[config.mk]
export PLATFORM = sky130hd
export DESIGN_NAME = iic_target_regs_flat
export DESIGN_NICKNAME = d
export VERILOG_FILES = /design/src/rtl/iic_pkg.sv /design/src/rtl/iic_target_regs_if.sv /design/src/rtl/iic_pin_filter.sv /design/src/rtl/iic_target_regs.sv /design/src/flat_wrapper.sv
export SDC_FILE = /design/constraint.sdc
export NUM_CORES = 1
export LEC_CHECK = 0
export CORE_MARGIN = 5
export CORE_UTILIZATION = 30
export DETAILED_ROUTE_END_ITERATION = 10
export DONT_BUFFER_PORTS = 1
export GPL_ROUTABILITY_DRIVEN = 0
export PLACE_DENSITY = 0.47
export SYNTH_ARGS = -nofsm -noshare
export SYNTH_HDL_FRONTEND = slang
export SYNTH_HIERARCHICAL = 1
export SYNTH_SLANG_ARGS = --single-unit
[constraint.sdc]
create_clock -name clock -period 3.2 [get_ports clock]
set_input_delay 0.96 -clock clock [delete_from_list [all_inputs] [get_ports clock]]
set_output_delay 0.96 -clock clock [all_outputs]
set_load 0.02 [all_outputs]
[src/rtl/iic_pkg.sv]
// Shared definitions for the I2C/SCCB target and its companion master:
// OV13850 framing widths, default device address and the target FSM states.
package iic_pkg;

    localparam int unsigned REG_AW = 16;
    localparam int unsigned DW     = 8;

    localparam logic [6:0] IIC_DEV_ADDR = 7'b0010000;

    typedef enum logic [3:0] {
        ST_IDLE,
        ST_DEV_ADDR,
        ST_ACK_DEV,
        ST_REG_HI,
        ST_ACK_HI,
        ST_REG_LO,
        ST_ACK_LO,
        ST_WR_DATA,
        ST_ACK_WR,
        ST_RD_DATA,
        ST_RD_ACK,
        ST_IGNORE
    } iic_state_e;

endpackage

[src/rtl/iic_target_regs_if.sv]
// Bus pins and register-file port of the I2C target, bundled as one interface.
interface iic_target_regs_if;
    import iic_pkg::*;

    logic              scl_in;
    logic              sda_in;
    logic              sda_oe;
    logic              wr_valid;
    logic [REG_AW-1:0] wr_addr;
    logic [DW-1:0]     wr_data;
    logic [REG_AW-1:0] rd_addr;
    logic [DW-1:0]     rd_data;
    logic              busy;
    logic              addr_hit;

    // Target side.
    modport slave (
        input  scl_in, sda_in, rd_data,
        output sda_oe, wr_valid, wr_addr, wr_data, rd_addr, busy, addr_hit
    );

    // Environment side: pins, register bank / sensor model.
    modport master (
        output scl_in, sda_in, rd_data,
        input  sda_oe, wr_valid, wr_addr, wr_data, rd_addr, busy, addr_hit
    );

endinterface

[src/rtl/iic_pin_filter.sv]
// Pin conditioner: 2-FF synchronizer, FILT_LEN-sample glitch filter and
// edge detection on the filtered level. Everything presets to 1 (idle bus).
module iic_pin_filter #(
    parameter int unsigned FILT_LEN = 4
) (
    input  logic clock,
    input  logic reset,
    input  logic pin,
    output logic level,
    output logic rise,
    output logic fall
);

    logic       sync1_q, sync1_d;
    logic       sync2_q, sync2_d;
    logic       filt_q,  filt_d;
    logic       prev_q,  prev_d;
    logic [3:0] cnt_q,   cnt_d;

    // Accept a new level only after FILT_LEN consecutive differing samples.
    always_comb begin
        sync1_d = pin;
        sync2_d = sync1_q;
        prev_d  = filt_q;
        filt_d  = filt_q;
        cnt_d   = '0;
        if (sync2_q != filt_q) begin
            if (cnt_q == 4'(FILT_LEN - 1)) begin
                filt_d = sync2_q;
            end else begin
                cnt_d = cnt_q + 4'd1;
            end
        end
    end

    // State registers, preset to the released-bus level.
    always_ff @(posedge clock or posedge reset) begin
        if (reset) begin
            sync1_q <= 1'b1;
            sync2_q <= 1'b1;
            filt_q  <= 1'b1;
            prev_q  <= 1'b1;
            cnt_q   <= '0;
        end else begin
            sync1_q <= sync1_d;
            sync2_q <= sync2_d;
            filt_q  <= filt_d;
            prev_q  <= prev_d;
            cnt_q   <= cnt_d;
        end
    end

    assign level = filt_q;
    assign rise  = filt_q & ~prev_q;
    assign fall  = ~filt_q & prev_q;

endmodule

[src/rtl/iic_target_regs.sv]
// I2C/SCCB target with OV13850 framing (7-bit device address, 16-bit
// auto-incrementing register pointer, 8-bit data) and a register-file port.
module iic_target_regs
    import iic_pkg::*;
#(
    parameter logic [6:0]  DEV_ADDR = IIC_DEV_ADDR,
    parameter int unsigned FILT_LEN = 4,
    parameter int unsigned RD_LAT   = 2
) (
    input logic         clock,
    input logic         reset,
    iic_target_regs_if.slave bus
);

    if (FILT_LEN == 0 || FILT_LEN > 15) begin : g_bad_filt
        $error("FILT_LEN must be 1..15");
    end
    if (RD_LAT == 0 || RD_LAT > 4) begin : g_bad_lat
        $error("RD_LAT must be 1..4");
    end

    logic scl_lvl, scl_rise, scl_fall;
    logic sda_lvl, sda_rise, sda_fall;

    iic_pin_filter #(.FILT_LEN(FILT_LEN)) u_scl_filt (
        .clock (clock),
        .reset (reset),
        .pin   (bus.scl_in),
        .level (scl_lvl),
        .rise  (scl_rise),
        .fall  (scl_fall)
    );

    iic_pin_filter #(.FILT_LEN(FILT_LEN)) u_sda_filt (
        .clock (clock),
        .reset (reset),
        .pin   (bus.sda_in),
        .level (sda_lvl),
        .rise  (sda_rise),
        .fall  (sda_fall)
    );

    iic_state_e        state_q,    state_d;
    logic [2:0]        bit_cnt_q,  bit_cnt_d;
    logic [DW-1:0]     shift_q,    shift_d;
    logic [DW-1:0]     hi_q,       hi_d;
    logic [REG_AW-1:0] ptr_q,      ptr_d;
    logic              rw_q,       rw_d;
    logic              nack_q,     nack_d;
    logic              ph_q,       ph_d;
    logic              sda_oe_q,   sda_oe_d;
    logic              wr_valid_q, wr_valid_d;
    logic [REG_AW-1:0] wr_addr_q,  wr_addr_d;
    logic [DW-1:0]     wr_data_q,  wr_data_d;
    logic              busy_q,     busy_d;
    logic              addr_hit_q, addr_hit_d;

    logic          bus_start, bus_stop;
    logic [DW-1:0] rx_byte;
    logic          is_ack_state;

    assign bus_start    = sda_fall & scl_lvl;
    assign bus_stop     = sda_rise & scl_lvl;
    assign rx_byte      = {shift_q[6:0], sda_lvl};
    assign is_ack_state = (state_q == ST_ACK_DEV) || (state_q == ST_ACK_HI) ||
                          (state_q == ST_ACK_LO)  || (state_q == ST_ACK_WR);

    // Next-state and output computation; START/STOP take priority over all states.
    always_comb begin
        state_d    = state_q;
        bit_cnt_d  = bit_cnt_q;
        shift_d    = shift_q;
        hi_d       = hi_q;
        ptr_d      = ptr_q;
        rw_d       = rw_q;
        nack_d     = nack_q;
        ph_d       = ph_q;
        sda_oe_d   = sda_oe_q;
        wr_valid_d = 1'b0;
        wr_addr_d  = wr_addr_q;
        wr_data_d  = wr_data_q;
        busy_d     = busy_q;
        addr_hit_d = 1'b0;

        if (bus_start) begin
            state_d   = ST_DEV_ADDR;
            bit_cnt_d = '0;
            ph_d      = 1'b0;
            sda_oe_d  = 1'b0;
            busy_d    = 1'b1;
        end else if (bus_stop) begin
            state_d   = ST_IDLE;
            bit_cnt_d = '0;
            ph_d      = 1'b0;
            sda_oe_d  = 1'b0;
            busy_d    = 1'b0;
        end else if (is_ack_state) begin
            // ph_q separates the falling edge that starts the ACK slot from
            // the one that ends it (the rising edge between them sets it).
            if (scl_fall && !ph_q) begin
                sda_oe_d   = 1'b1;
                addr_hit_d = (state_q == ST_ACK_DEV);
            end else if (scl_rise) begin
                ph_d = 1'b1;
            end else if (scl_fall && ph_q) begin
                ph_d      = 1'b0;
                bit_cnt_d = '0;
                sda_oe_d  = 1'b0;
                case (state_q)
                    ST_ACK_DEV: begin
                        if (rw_q) begin
                            state_d  = ST_RD_DATA;
                            shift_d  = bus.rd_data;
                            sda_oe_d = ~bus.rd_data[7];
                        end else begin
                            state_d = ST_REG_HI;
                        end
                    end
                    ST_ACK_HI: state_d = ST_REG_LO;
                    ST_ACK_LO: begin
                        state_d = ST_WR_DATA;
                        ptr_d   = {hi_q, shift_q};
                    end
                    default: begin
                        state_d = ST_WR_DATA;
                        ptr_d   = ptr_q + 16'd1;
                    end
                endcase
            end
        end else begin
            case (state_q)
                ST_DEV_ADDR, ST_REG_HI, ST_REG_LO, ST_WR_DATA: begin
                    if (scl_rise) begin
                        shift_d   = rx_byte;
                        bit_cnt_d = bit_cnt_q + 3'd1;
                        if (bit_cnt_q == 3'd7) begin
                            ph_d = 1'b0;
                            case (state_q)
                                ST_DEV_ADDR: begin
                                    rw_d    = sda_lvl;
                                    state_d = (rx_byte[7:1] == DEV_ADDR) ? ST_ACK_DEV : ST_IGNORE;
                                end
                                ST_REG_HI: begin
                                    hi_d    = rx_byte;
                                    state_d = ST_ACK_HI;
                                end
                                ST_REG_LO: state_d = ST_ACK_LO;
                                default: begin
                                    wr_valid_d = 1'b1;
                                    wr_addr_d  = ptr_q;
                                    wr_data_d  = rx_byte;
                                    state_d    = ST_ACK_WR;
                                end
                            endcase
                        end
                    end
                end
                ST_RD_DATA: begin
                    if (scl_rise) begin
                        bit_cnt_d = bit_cnt_q + 3'd1;
                        if (bit_cnt_q == 3'd7) begin
                            state_d = ST_RD_ACK;
                            ph_d    = 1'b0;
                        end
                    end else if (scl_fall) begin
                        shift_d  = {shift_q[6:0], 1'b0};
                        sda_oe_d = ~shift_q[6];
                    end
                end
                ST_RD_ACK: begin
                    // Pointer advances on the ACK clock so rd_data has the
                    // whole SCL high phase to settle before the next load.
                    if (scl_fall && !ph_q) begin
                        sda_oe_d = 1'b0;
                    end else if (scl_rise) begin
                        ph_d   = 1'b1;
                        nack_d = sda_lvl;
                        ptr_d  = ptr_q + 16'd1;
                    end else if (scl_fall && ph_q) begin
                        ph_d      = 1'b0;
                        bit_cnt_d = '0;
                        if (!nack_q) begin
                            state_d  = ST_RD_DATA;
                            shift_d  = bus.rd_data;
                            sda_oe_d = ~bus.rd_data[7];
                        end else begin
                            state_d  = ST_IGNORE;
                            sda_oe_d = 1'b0;
                        end
                    end
                end
                ST_IGNORE: sda_oe_d = 1'b0;
                ST_IDLE:   sda_oe_d = 1'b0;
                default: begin
                    state_d  = ST_IDLE;
                    sda_oe_d = 1'b0;
                end
            endcase
        end
    end

    // FSM and registered outputs; async reset releases SDA immediately.
    always_ff @(posedge clock or posedge reset) begin
        if (reset) begin
            state_q    <= ST_IDLE;
            bit_cnt_q  <= '0;
            shift_q    <= '0;
            hi_q       <= '0;
            ptr_q      <= '0;
            rw_q       <= 1'b0;
            nack_q     <= 1'b0;
            ph_q       <= 1'b0;
            sda_oe_q   <= 1'b0;
            wr_valid_q <= 1'b0;
            wr_addr_q  <= '0;
            wr_data_q  <= '0;
            busy_q     <= 1'b0;
            addr_hit_q <= 1'b0;
        end else begin
            state_q    <= state_d;
            bit_cnt_q  <= bit_cnt_d;
            shift_q    <= shift_d;
            hi_q       <= hi_d;
            ptr_q      <= ptr_d;
            rw_q       <= rw_d;
            nack_q     <= nack_d;
            ph_q       <= ph_d;
            sda_oe_q   <= sda_oe_d;
            wr_valid_q <= wr_valid_d;
            wr_addr_q  <= wr_addr_d;
            wr_data_q  <= wr_data_d;
            busy_q     <= busy_d;
            addr_hit_q <= addr_hit_d;
        end
    end

    assign bus.sda_oe   = sda_oe_q;
    assign bus.wr_valid = wr_valid_q;
    assign bus.wr_addr  = wr_addr_q;
    assign bus.wr_data  = wr_data_q;
    assign bus.rd_addr  = ptr_q;
    assign bus.busy     = busy_q;
    assign bus.addr_hit = addr_hit_q;

endmodule

[src/flat_wrapper.sv]
// flat-port wrapper written by rule: the top's interface ports become plain ports
module iic_target_regs_flat import iic_pkg::*;
#(
    parameter logic [6:0]  DEV_ADDR = IIC_DEV_ADDR,
    parameter int unsigned FILT_LEN = 4,
    parameter int unsigned RD_LAT   = 2
)
  (clock, reset, bus_scl_in, bus_sda_in, bus_rd_data, bus_sda_oe, bus_wr_valid, bus_wr_addr, bus_wr_data, bus_rd_addr, bus_busy, bus_addr_hit);
  iic_target_regs_if bus_i ();
  input logic clock;
  input logic reset;
  input wire logic [$bits(bus_i.scl_in)-1:0] bus_scl_in;
  input wire logic [$bits(bus_i.sda_in)-1:0] bus_sda_in;
  input wire logic [$bits(bus_i.rd_data)-1:0] bus_rd_data;
  output wire logic [$bits(bus_i.sda_oe)-1:0] bus_sda_oe;
  output wire logic [$bits(bus_i.wr_valid)-1:0] bus_wr_valid;
  output wire logic [$bits(bus_i.wr_addr)-1:0] bus_wr_addr;
  output wire logic [$bits(bus_i.wr_data)-1:0] bus_wr_data;
  output wire logic [$bits(bus_i.rd_addr)-1:0] bus_rd_addr;
  output wire logic [$bits(bus_i.busy)-1:0] bus_busy;
  output wire logic [$bits(bus_i.addr_hit)-1:0] bus_addr_hit;
  assign bus_i.scl_in = bus_scl_in;
  assign bus_i.sda_in = bus_sda_in;
  assign bus_i.rd_data = bus_rd_data;
  assign bus_sda_oe = bus_i.sda_oe;
  assign bus_wr_valid = bus_i.wr_valid;
  assign bus_wr_addr = bus_i.wr_addr;
  assign bus_wr_data = bus_i.wr_data;
  assign bus_rd_addr = bus_i.rd_addr;
  assign bus_busy = bus_i.busy;
  assign bus_addr_hit = bus_i.addr_hit;
  iic_target_regs #(.DEV_ADDR(DEV_ADDR), .FILT_LEN(FILT_LEN), .RD_LAT(RD_LAT)) u_core (.clock(clock), .reset(reset), .bus(bus_i));
endmodule
==> flow_summary.toml <==
[route]
drt-initial-drc-count = 250
wl_per_cell_um = 18.5
antenna_left = 0
via_per_inst = 5.36
drc = 0
drt_wl_total_um = 11000
first_pass_iters = 4
num_vias = 3195

[synthesis]
ys_ff_latch = 86
synth.area.mux_share_pct = 13.3
synth_area_um2 = 4480
synth_cells = 413
synth_top_family_by_area = "simple AND/OR/NAND/NOR gates"
synth_simple_gate_area_share_pct = 16.6
synth_compound_area_share_pct = 16.5
postSynthNetCount = 430
synth_fa_ha_area_share_pct = 1.62
synthXorXnorAreaFrac_pct = 0.391
seq_area_frac_synth_pct = 48.3
syn_area_per_cell_um2 = 10.8
synth-edff-count = 0
yosys_warnings = 6
synthArstFlopShare_pct = 100
synth-main-ff-cell = "dfrtp_1"
synth.distinct_cells = 70

[timing]
report.final.slew_viol_count = 0
skew_ps = 8.14
worst_pin_slew_ps = 797
slew_headroom_pct = 46.8
rsz0062_at_grt = "false"
tns_ps = 0
period_needed_ps = 2550
hold_viol_final = 0
timing.fmax_mhz = 392
worst_slack_ps = 646
setup_viol = 0
finalCritPeriodShare_pct = 79.8

[cts]
clkTransAtPathRegs_ps = 60
cts_root_buf = "clkbuf_16"
cts_made_buffers = 9
cts_tree = "built"
cts-hold-fix-buffers = 0
h-tree-depth = 3
cts_sinks = 86
post_cts_resize_count = 0
clk_path_buf_depth = 2
clock_latency_ps = 340
post_cts_buffers = 0

[power]
combinationalPowerShare_pct = 18.9
powerDensity_nw_per_um2 = 651
peakVddDrop_uv = 404
internal_power_mw = 2.27
clockPowerShare_pct = 35.8
total_power_mw = 3.25
p_sw_share_pct = 30.1
seqPwrFrac_pct = 45.4
p_sw_uw = 978
p_leak_nw = 2.17

[critical_path]
worstSetupEndpointType = "flop"
path_cells = "nor3_2 -> or3_4 -> a311o_1 -> nor2_4 -> a31oi_2"
reg2reg_slack_ps = 650
cp_max_fo = 18
crit_path_top_delay_cell = "dfrtp_1"
arrival_ps = 2750
crit_family = "simple AND/OR/NAND/NOR gates"
crit_required_ps = 3390
cpPeakStageDelay_ps = 710
start_kind = "flop"
path_buf_inv = 0
path_class = "reg2reg"

[layout]
fin_util_pct = 34.2
area_growth_pct = 11.4
final_cell_area_um2 = 4990
seq_area_um2 = 2160
final.fill_count = 1432
drive_gt1_share_pct = 19.7
num_antenna_cells = 0
multi_input_area_um2 = 2160
finalNetCount = 426

[floorplan]
die_w_um = 132
io_pins = 56
core_um2 = 14600
die_area_um2 = 17500
die_height_um = 132
placement_rows = 44
initial_utilization_pct = 30.7

[placed_design]
portBuffers = 0
hpwlAfterDp_um = 7740
place_ws_ps = 677
place_area_um2 = 4660

[flow_run]
drv_cap = 0

[grt]
antenna_found_initial = 0
grt_pass1_wl_um = 18000
grt_usage_pct = 12.7
grt_pass1_vias = 3165
gr-total-overflow = 0
grt_max_degree = 71

[outcome]
status = "completed"

[worst_hold_path]
hold_path.class = "reg2reg"
-- kinds of logic after synthesis --
kind of cell,count (synthesis)
and+or+nand+nor,134
AOI/OAI and AO/OA,100
DFF,86
muxes,53
buffers and inverters,32
adders and majority gates,6
xor gates and xnor gates,2
-- cell usage after synthesis, drive strengths merged (5+ instances only) --
| cell type | n | area [um2] |
|---|---|---|
| o21ai | 15 | 75.1 |
| dfstp | 8 | 210 |
| dfrtp | 78 | 1950 |
| nor2b | 11 | 68.8 |
| mux2 | 51 | 574 |
| a21oi | 26 | 168 |
| and3 | 6 | 37.5 |
| nand2 | 33 | 124 |
| o22ai | 10 | 62.6 |
| nand3 | 15 | 75.1 |
| nor3 | 9 | 50.1 |
| buf | 15 | 90.1 |
| a31oi | 13 | 87.6 |
| nor2 | 24 | 100 |
| ha | 5 | 62.6 |
| clkbuf | 8 | 30.0 |
| nand3b | 5 | 41.3 |
| inv | 9 | 33.8 |
-- worst paths after layout --
check                                                         start                                   end  cells past startpoint
worst max-delay path                  u_core/state_q[1]$_DFFE_PP0P_     u_core/bus.rd_addr[1]$_DFFE_PP0P_                      5
worst min-delay path            u_core/u_scl_filt/sync1_q$_DFF_PP1_   u_core/u_scl_filt/sync2_q$_DFF_PP1_                      0
worst max register to register        u_core/state_q[1]$_DFFE_PP0P_     u_core/bus.rd_addr[1]$_DFFE_PP0P_                      5
worst min register to register  u_core/u_scl_filt/sync1_q$_DFF_PP1_   u_core/u_scl_filt/sync2_q$_DFF_PP1_                      0
max in group asynchronous                                     reset     u_core/bus.rd_addr[5]$_DFFE_PP0P_                      2
min in group asynchronous                                     reset  u_core/u_scl_filt/cnt_q[1]$_DFF_PP0_                      1
-- power by group through the flow --
stage / Sequential (mW) / Combinational [mW] / Clock (mW)
2_1_floorplan: 1.37 / 0.512 / 0
3_3_place_gp: 1.49 / 0.611 / 0
3_5_place_dp: 1.49 / 0.610 / 0
4_1_cts: 1.48 / 0.616 / 1.21
5_1_grt: 1.50 / 0.683 / 1.25
6_report: 1.47 / 0.612 / 1.16
-- per-stage QoR --
| stage | hold slack (ps) | cells |
|---|---|---|
| after global routing | 363 | 596 |
| after floorplan | 345 | 413 |
| after detailed placement | 349 | 582 |
| after global placement | 346 | 582 |
| after CTS | 358 | 596 |
| final | 356 | 596 |
-- metal layers --
metal  routed length [um]  up-vias  track usage [%]
met3                  599       19             4.85
met5                    0        -                0
met2                 5300       67             20.0
met1                 4940     1597             16.3
li1                     -     1512                -
met4                  202        0             3.85
-- layout make-up --
| cell class | instances | share of cell area (%) |
|---|---|---|
| multi-input cells | 295 | 43.4 |
| flip-flops and latches | 86 | 43.3 |
| well taps | 184 | 4.62 |
| clock buffers | 10 | 4.59 |
| clock inverters | 4 | 1.96 |
| repair buffers | 8 | 1.45 |
| inverters | 9 | 0.677 |
-- layout by cell type, fill, tap and decap left out, types with 3 or more instances in the layout --
master	instances
a21oi_2	10
nand3_1	15
mux2_2	23
mux2_1	28
inv_2	3
buf_4	7
nand2b_1	4
a2bb2oi_1	3
nor2_1	22
nand3b_1	4
a31oi_1	12
o22ai_1	10
dfstp_2	8
dfrtp_1	78
o21ai_0	12
nand4_1	4
o21ai_1	3
clkbuf_16	9
nor4_1	3
nand2_1	33
a2111oi_2	3
o211ai_1	3
a21oi_1	16
nor2b_1	11
a211oi_1	4
bufinv_16	3
ha_1	5
inv_1	6
and3_1	6
nor3_1	8
-- worst reg2reg max path: stages, from the launching register on --
cell	delay, ps
dfrtp_1	710
nor3_2	170
or3_4	500
a311o_1	440
nor2_4	430
a31oi_2	160
-- state kept, by name, indices dropped and copies added (netlist names), 3 cells and up --
register and cells:
u_core/bus.rd_addr 16, u_core/bit_cnt_q 3, u_core/shift_q 8, u_core/bus.wr_addr 16
u_core/u_sda_filt/cnt_q 4, u_core/bus.wr_data 8, u_core/hi_q 8, u_core/state_q 4
u_core/u_scl_filt/cnt_q 4
Power figures use the tool's default switching activity.
==> variant 1, RTL diff (same settings) <==
Reset style: synchronous (`reset`), changed in 2 clocked blocks. Comments in the files are not updated.
--- a/src/rtl/iic_pin_filter.sv
+++ b/src/rtl/iic_pin_filter.sv
@@ -34,7 +34,7 @@
     end
 
     // State registers, preset to the released-bus level.
-    always_ff @(posedge clock or posedge reset) begin
+    always_ff @(posedge clock) begin
         if (reset) begin
             sync1_q <= 1'b1;
             sync2_q <= 1'b1;
--- a/src/rtl/iic_target_regs.sv
+++ b/src/rtl/iic_target_regs.sv
@@ -200,7 +200,7 @@
     end
 
     // FSM and registered outputs; async reset releases SDA immediately.
-    always_ff @(posedge clock or posedge reset) begin
+    always_ff @(posedge clock) begin
         if (reset) begin
             state_q    <= ST_IDLE;
             bit_cnt_q  <= '0;
Behaviour: same outputs for any inputs over 4 cycles, from zero or initial values and one cycle with reset high; that may be too few to reach the edited logic, so the function may still have changed.
==> variant 1 against the unedited design <==
Sequential cell count unchanged; critical path depth up 1; first-iteration DRC count up 18%; routed wire length up 3.9%; worst hold slack better by 56 ps; clock skew down 1.2 ps; synthesized area down 6.4%; design area down 7.3%; setup slack worse by 46 ps; critical endpoint is now u_core/hi_q[7]$_SDFFE_PP0P_.
Power is not compared: it rests on default switching activity, and its combinational part moved more than twofold at a synthesized area within 25%.
==> variant 1: results (changes against the unedited design) <==
- Largest net degree at the start of global routing: 83 (was 71)
- Share of layout cells above drive strength 1: 10.1% (was 19.7%)
- Fin Clk Skew: 6.97 ps (was 8.14 ps)
- Commonest cells in the netlist: 99 x nand2_1, 86 x dfxtp_1, 56 x a21oi_1 (was 78 x dfrtp_1, 33 x nand2_1, 28 x mux2_1)
- Worst EP arrival: 2830 ps (was 2750 ps)
- Drt via density: 5.21 (was 5.36)
- Compound-cell area share of the yosys netlist: 19.9% (was 16.5%)
- DRT iter0 DRCs: 295 (was 250)
- Post-synthesis sequential area ratio: 41.1% (was 48.3%)
- Vias in the first global route: 3520 (was 3165)
- Multi-input gates: 401 (was 295)
- Netlist cell types: 61 (was 70)
- Final wirelength: 11500 µm (was 11000 µm)
- Outcome: finished, final reports clean (unchanged)
- Synth Net Count: 544 (was 430)
- Adder and majority gate portion of the synthesized area: 1.49% (was 1.62%)
- Port Buffers: 0 (unchanged)
- Clkbuf count: 11 (was 10)
- First-pass DRT Iterations: 5 (was 4)
- Total power: 2.13 mW
- Fillers: 1496 (was 1432)
- Setup WS pre-CTS: 590 ps (was 677 ps)
- Leak Pwr: 1.54 nW
- Mux contribution to synthesized area: 5.04% (was 13.3%)
- Synth area leaders: dfxtp_1 41%, nand2_1 8.9%, a21oi_1 6.7% (was dfrtp_1 44%, mux2_1 7.0%, mux2_2 5.8%)
- Sequential share of cell area: 37.2% (was 43.3%)
- Top_reg_cell synth: dfxtp_1 (was dfrtp_1)
- Invs w/o clock: 6 (was 9)
- Worst slew pin tran: 712 ps (was 797 ps)
- NumNets Final: 529 (was 426)
- Xor and xnor fraction of the mapped netlist area: 1.25% (was 0.391%)
- Multi-input logic area: 2300 µm² (was 2160 µm²)
- Initial antenna violation count: 0 (unchanged)
- Clock-cell share: 6.31% (was 6.55%)
- Non-clock buffering overhead: 1.30% (was 1.45%)
- Clk pwr share: 49.0%
- DP HPWL: 7640 µm (was 7740 µm)
- Crit Path Max Fanout: 10 (was 18)
- FFs w/ async S/R, synth: 0% (was 100%)
- First-pass GRT wire length: 19100 µm (was 18000 µm)
[variant 1: cell types whose count changed after synthesis, moves of 10 or more]
cell / delta
nand2_1: +66
mux2_1: -28
dfxtp_1: +86
dfrtp_1: -78
a21oi_1: +40
clkbuf_1: +12
a21oi_2: -10
nor2_1: +25
o21ai_0: +14
mux2_2: -14
[variant 1: worst max-delay path, stage by stage, from the launching register on]
cell	delay [ps]
dfxtp_1	590
and2b_2	280
o21ai_1	440
nand4_1	320
nor2_2	560
mux2i_1	250
nor2_1	50
[variant 1: layer usage]
layer | part of all wire, % | vias up | global-route usage (%)
met2 | 43 | 104 | 20.7
met5 | 0 | - | 0
met1 | 49 | 1713 | 20.8
li1 | - | 1804 | -
met3 | 7.2 | 8 | 4.58
met4 | 1.1 | 0 | 4.68
[variant 1: per-stage QoR]
step,instance area [µm²],utilization [%],instances
after detailed placement,4330,31.4,681
after global placement,4330,31.4,681
final,4620,33.6,697
after global routing,4620,33.6,697
after floorplan,4190,-,527
after CTS,4620,33.6,697
[variant 1: final timing paths]
path                                        startpoint                                    to  slack [ps]  cells after the start
setup / recovery  u_core/u_sda_filt/level$_SDFFE_PP1P_           u_core/hi_q[7]$_SDFFE_PP0P_         600                      6
hold / removal    u_core/u_scl_filt/sync1_q$_SDFF_PP1_  u_core/u_scl_filt/sync2_q$_SDFF_PP1_         410                      1
setup reg to reg  u_core/u_sda_filt/level$_SDFFE_PP1P_           u_core/hi_q[7]$_SDFFE_PP0P_         600                      6
hold reg to reg   u_core/u_scl_filt/sync1_q$_SDFF_PP1_  u_core/u_scl_filt/sync2_q$_SDFF_PP1_         410                      1
==> variant 2, RTL diff (same flow settings) <==
Without the edit above. Take the reset off `hi_q` and load it in a clocked block of its own.
--- a/src/rtl/iic_target_regs.sv
+++ b/src/rtl/iic_target_regs.sv
@@ -205,7 +205,6 @@
             state_q    <= ST_IDLE;
             bit_cnt_q  <= '0;
             shift_q    <= '0;
-            hi_q       <= '0;
             ptr_q      <= '0;
             rw_q       <= 1'b0;
             nack_q     <= 1'b0;
@@ -220,7 +219,6 @@
             state_q    <= state_d;
             bit_cnt_q  <= bit_cnt_d;
             shift_q    <= shift_d;
-            hi_q       <= hi_d;
             ptr_q      <= ptr_d;
             rw_q       <= rw_d;
             nack_q     <= nack_d;
@@ -234,6 +232,10 @@
         end
     end
 
+    always_ff @(posedge clock) begin
+        hi_q <= hi_d;
+    end
+
     assign bus.sda_oe   = sda_oe_q;
     assign bus.wr_valid = wr_valid_q;
     assign bus.wr_addr  = wr_addr_q;
Check against the original RTL: same outputs for any inputs over 4 cycles, from zero or initial values and one cycle with reset high; that may be too few to reach the edited logic, so the function may still have changed.
==> variant 2 against the unedited design <==
Critical path depth is 1 higher; design area down 3.2%; die area fell by 3.9%; highest routed layer is now met5; total power decreased by 6.8%; utilization increased by 0.47 points; synthesized cell count shrank 3.4%; setup slack improved by 1.8 ps; sequential cell count unchanged; sequential share of layout area grew 2.3 points; first-iteration DRC count increased by 42%; synthesized area down 4.2%; largest cell class is now sequential cells; routed wire length fell by 5.0%.
==> variant 2: results (changes against the unedited design) <==
- Fin Clk Skew: 7.76 ps (was 8.14 ps)
- Crit-path max cell delay: 590 ps (was 710 ps)
- Invs w/o clock: 8 (was 9)
- Reg2Reg Depth: 6 (was 5)
- Setup WS pre-CTS: 677 ps (about the same)
- Total GRT Usage: 13.0% (was 12.7%)
- Top layer in use: met5 (was met4)
- Outcome: finished, final reports clean (unchanged)
- Layout Area Growth over Synthesis: 12.5% (was 11.4%)
- Post-synthesis sequential area ratio: 51.3% (was 48.3%)
- Max rail drop VDD: 0.401 mV (was 0.404 mV)
- Worst R2R End: u_core/shift_q[3]$_DFFE_PP0P_ (was u_core/bus.rd_addr[1]$_DFFE_PP0P_)
- Share of layout cells above drive strength 1: 22.1% (was 19.7%)
- Xor and xnor fraction of the mapped netlist area: 0.612% (was 0.391%)
- Initial antenna violation count: 1 (was 0)
- Leak Pwr: 2.07 nW (was 2.17 nW)
- Fillers: 1371 (was 1432)
- DP Area: 4540 µm² (was 4660 µm²)
- Drt via density: 5.40 (was 5.36)
- Netlist cell types: 61 (was 70)
- Clock-cell share: 6.09% (was 6.55%)
- DP HPWL: 7400 µm (was 7740 µm)
- DP Cell Count: 571 (was 582)
- Slowest CP cell: nor4_4 (was dfrtp_1)
- Signal buffers: 11 (was 8)
- Largest net degree at the start of global routing: 38 (was 71)
- Slew headroom: 39.0% (was 46.8%)
- Post-Synthesis Cells: 399 (was 413)
- Met1 WL: 4620 µm (was 4940 µm)
- Adder and majority gate portion of the synthesized area: 1.46% (was 1.62%)
- Reg2reg setup slack: 650 ps (about the same)
- Register area: 2200 µm² (was 2160 µm²)
- Multi-input combinational area share: 41.1% (was 43.4%)
- GR Layer Usage met2: 19.2% (was 20.0%)
- Metal2 WL: 4800 µm (was 5300 µm)
- Synth area leaders: dfrtp_1 41%, mux2_2 11%, edfxtp_1 5.6% (was dfrtp_1 44%, mux2_1 7.0%, mux2_2 5.8%)
- Multi-input gates: 286 (was 295)
- Clkbuf count: 12 (was 10)
- Drt wl/cell: 17.9 µm (was 18.5 µm)
-- variant 2: changes by cell type after synthesis, moves of 9 or more --
cell     delta
mux2_1     -28
a21oi_1    +20
mux2_2     +20
a21oi_2    -10
a31oi_1     -9
o21ai_0     +9
-- variant 2: worst max path at each step --
stage                                          to  slack (ps)  cells past startpoint
6_report            u_core/shift_q[3]$_DFFE_PP0P_         650                      6
5_1_grt        u_core/bus.rd_addr[11]$_DFFE_PP0P_         470                      6
4_1_cts             u_core/shift_q[3]$_DFFE_PP0P_         670                      6
3_5_place_dp        u_core/shift_q[3]$_DFFE_PP0P_         680                      6
3_3_place_gp        u_core/state_q[0]$_DFFE_PP0P_         680                      7
2_1_floorplan     u_core/bit_cnt_q[0]$_DFFE_PP0P_         700                      1
-- variant 2: report_power, final --
group | internal (mW) | switching (mW) | leakage (nW)
logic | 0.263 | 0.339 | 0.804
registers | 1.22 | 0.170 | 1.12
clock network | 0.624 | 0.405 | 0.143
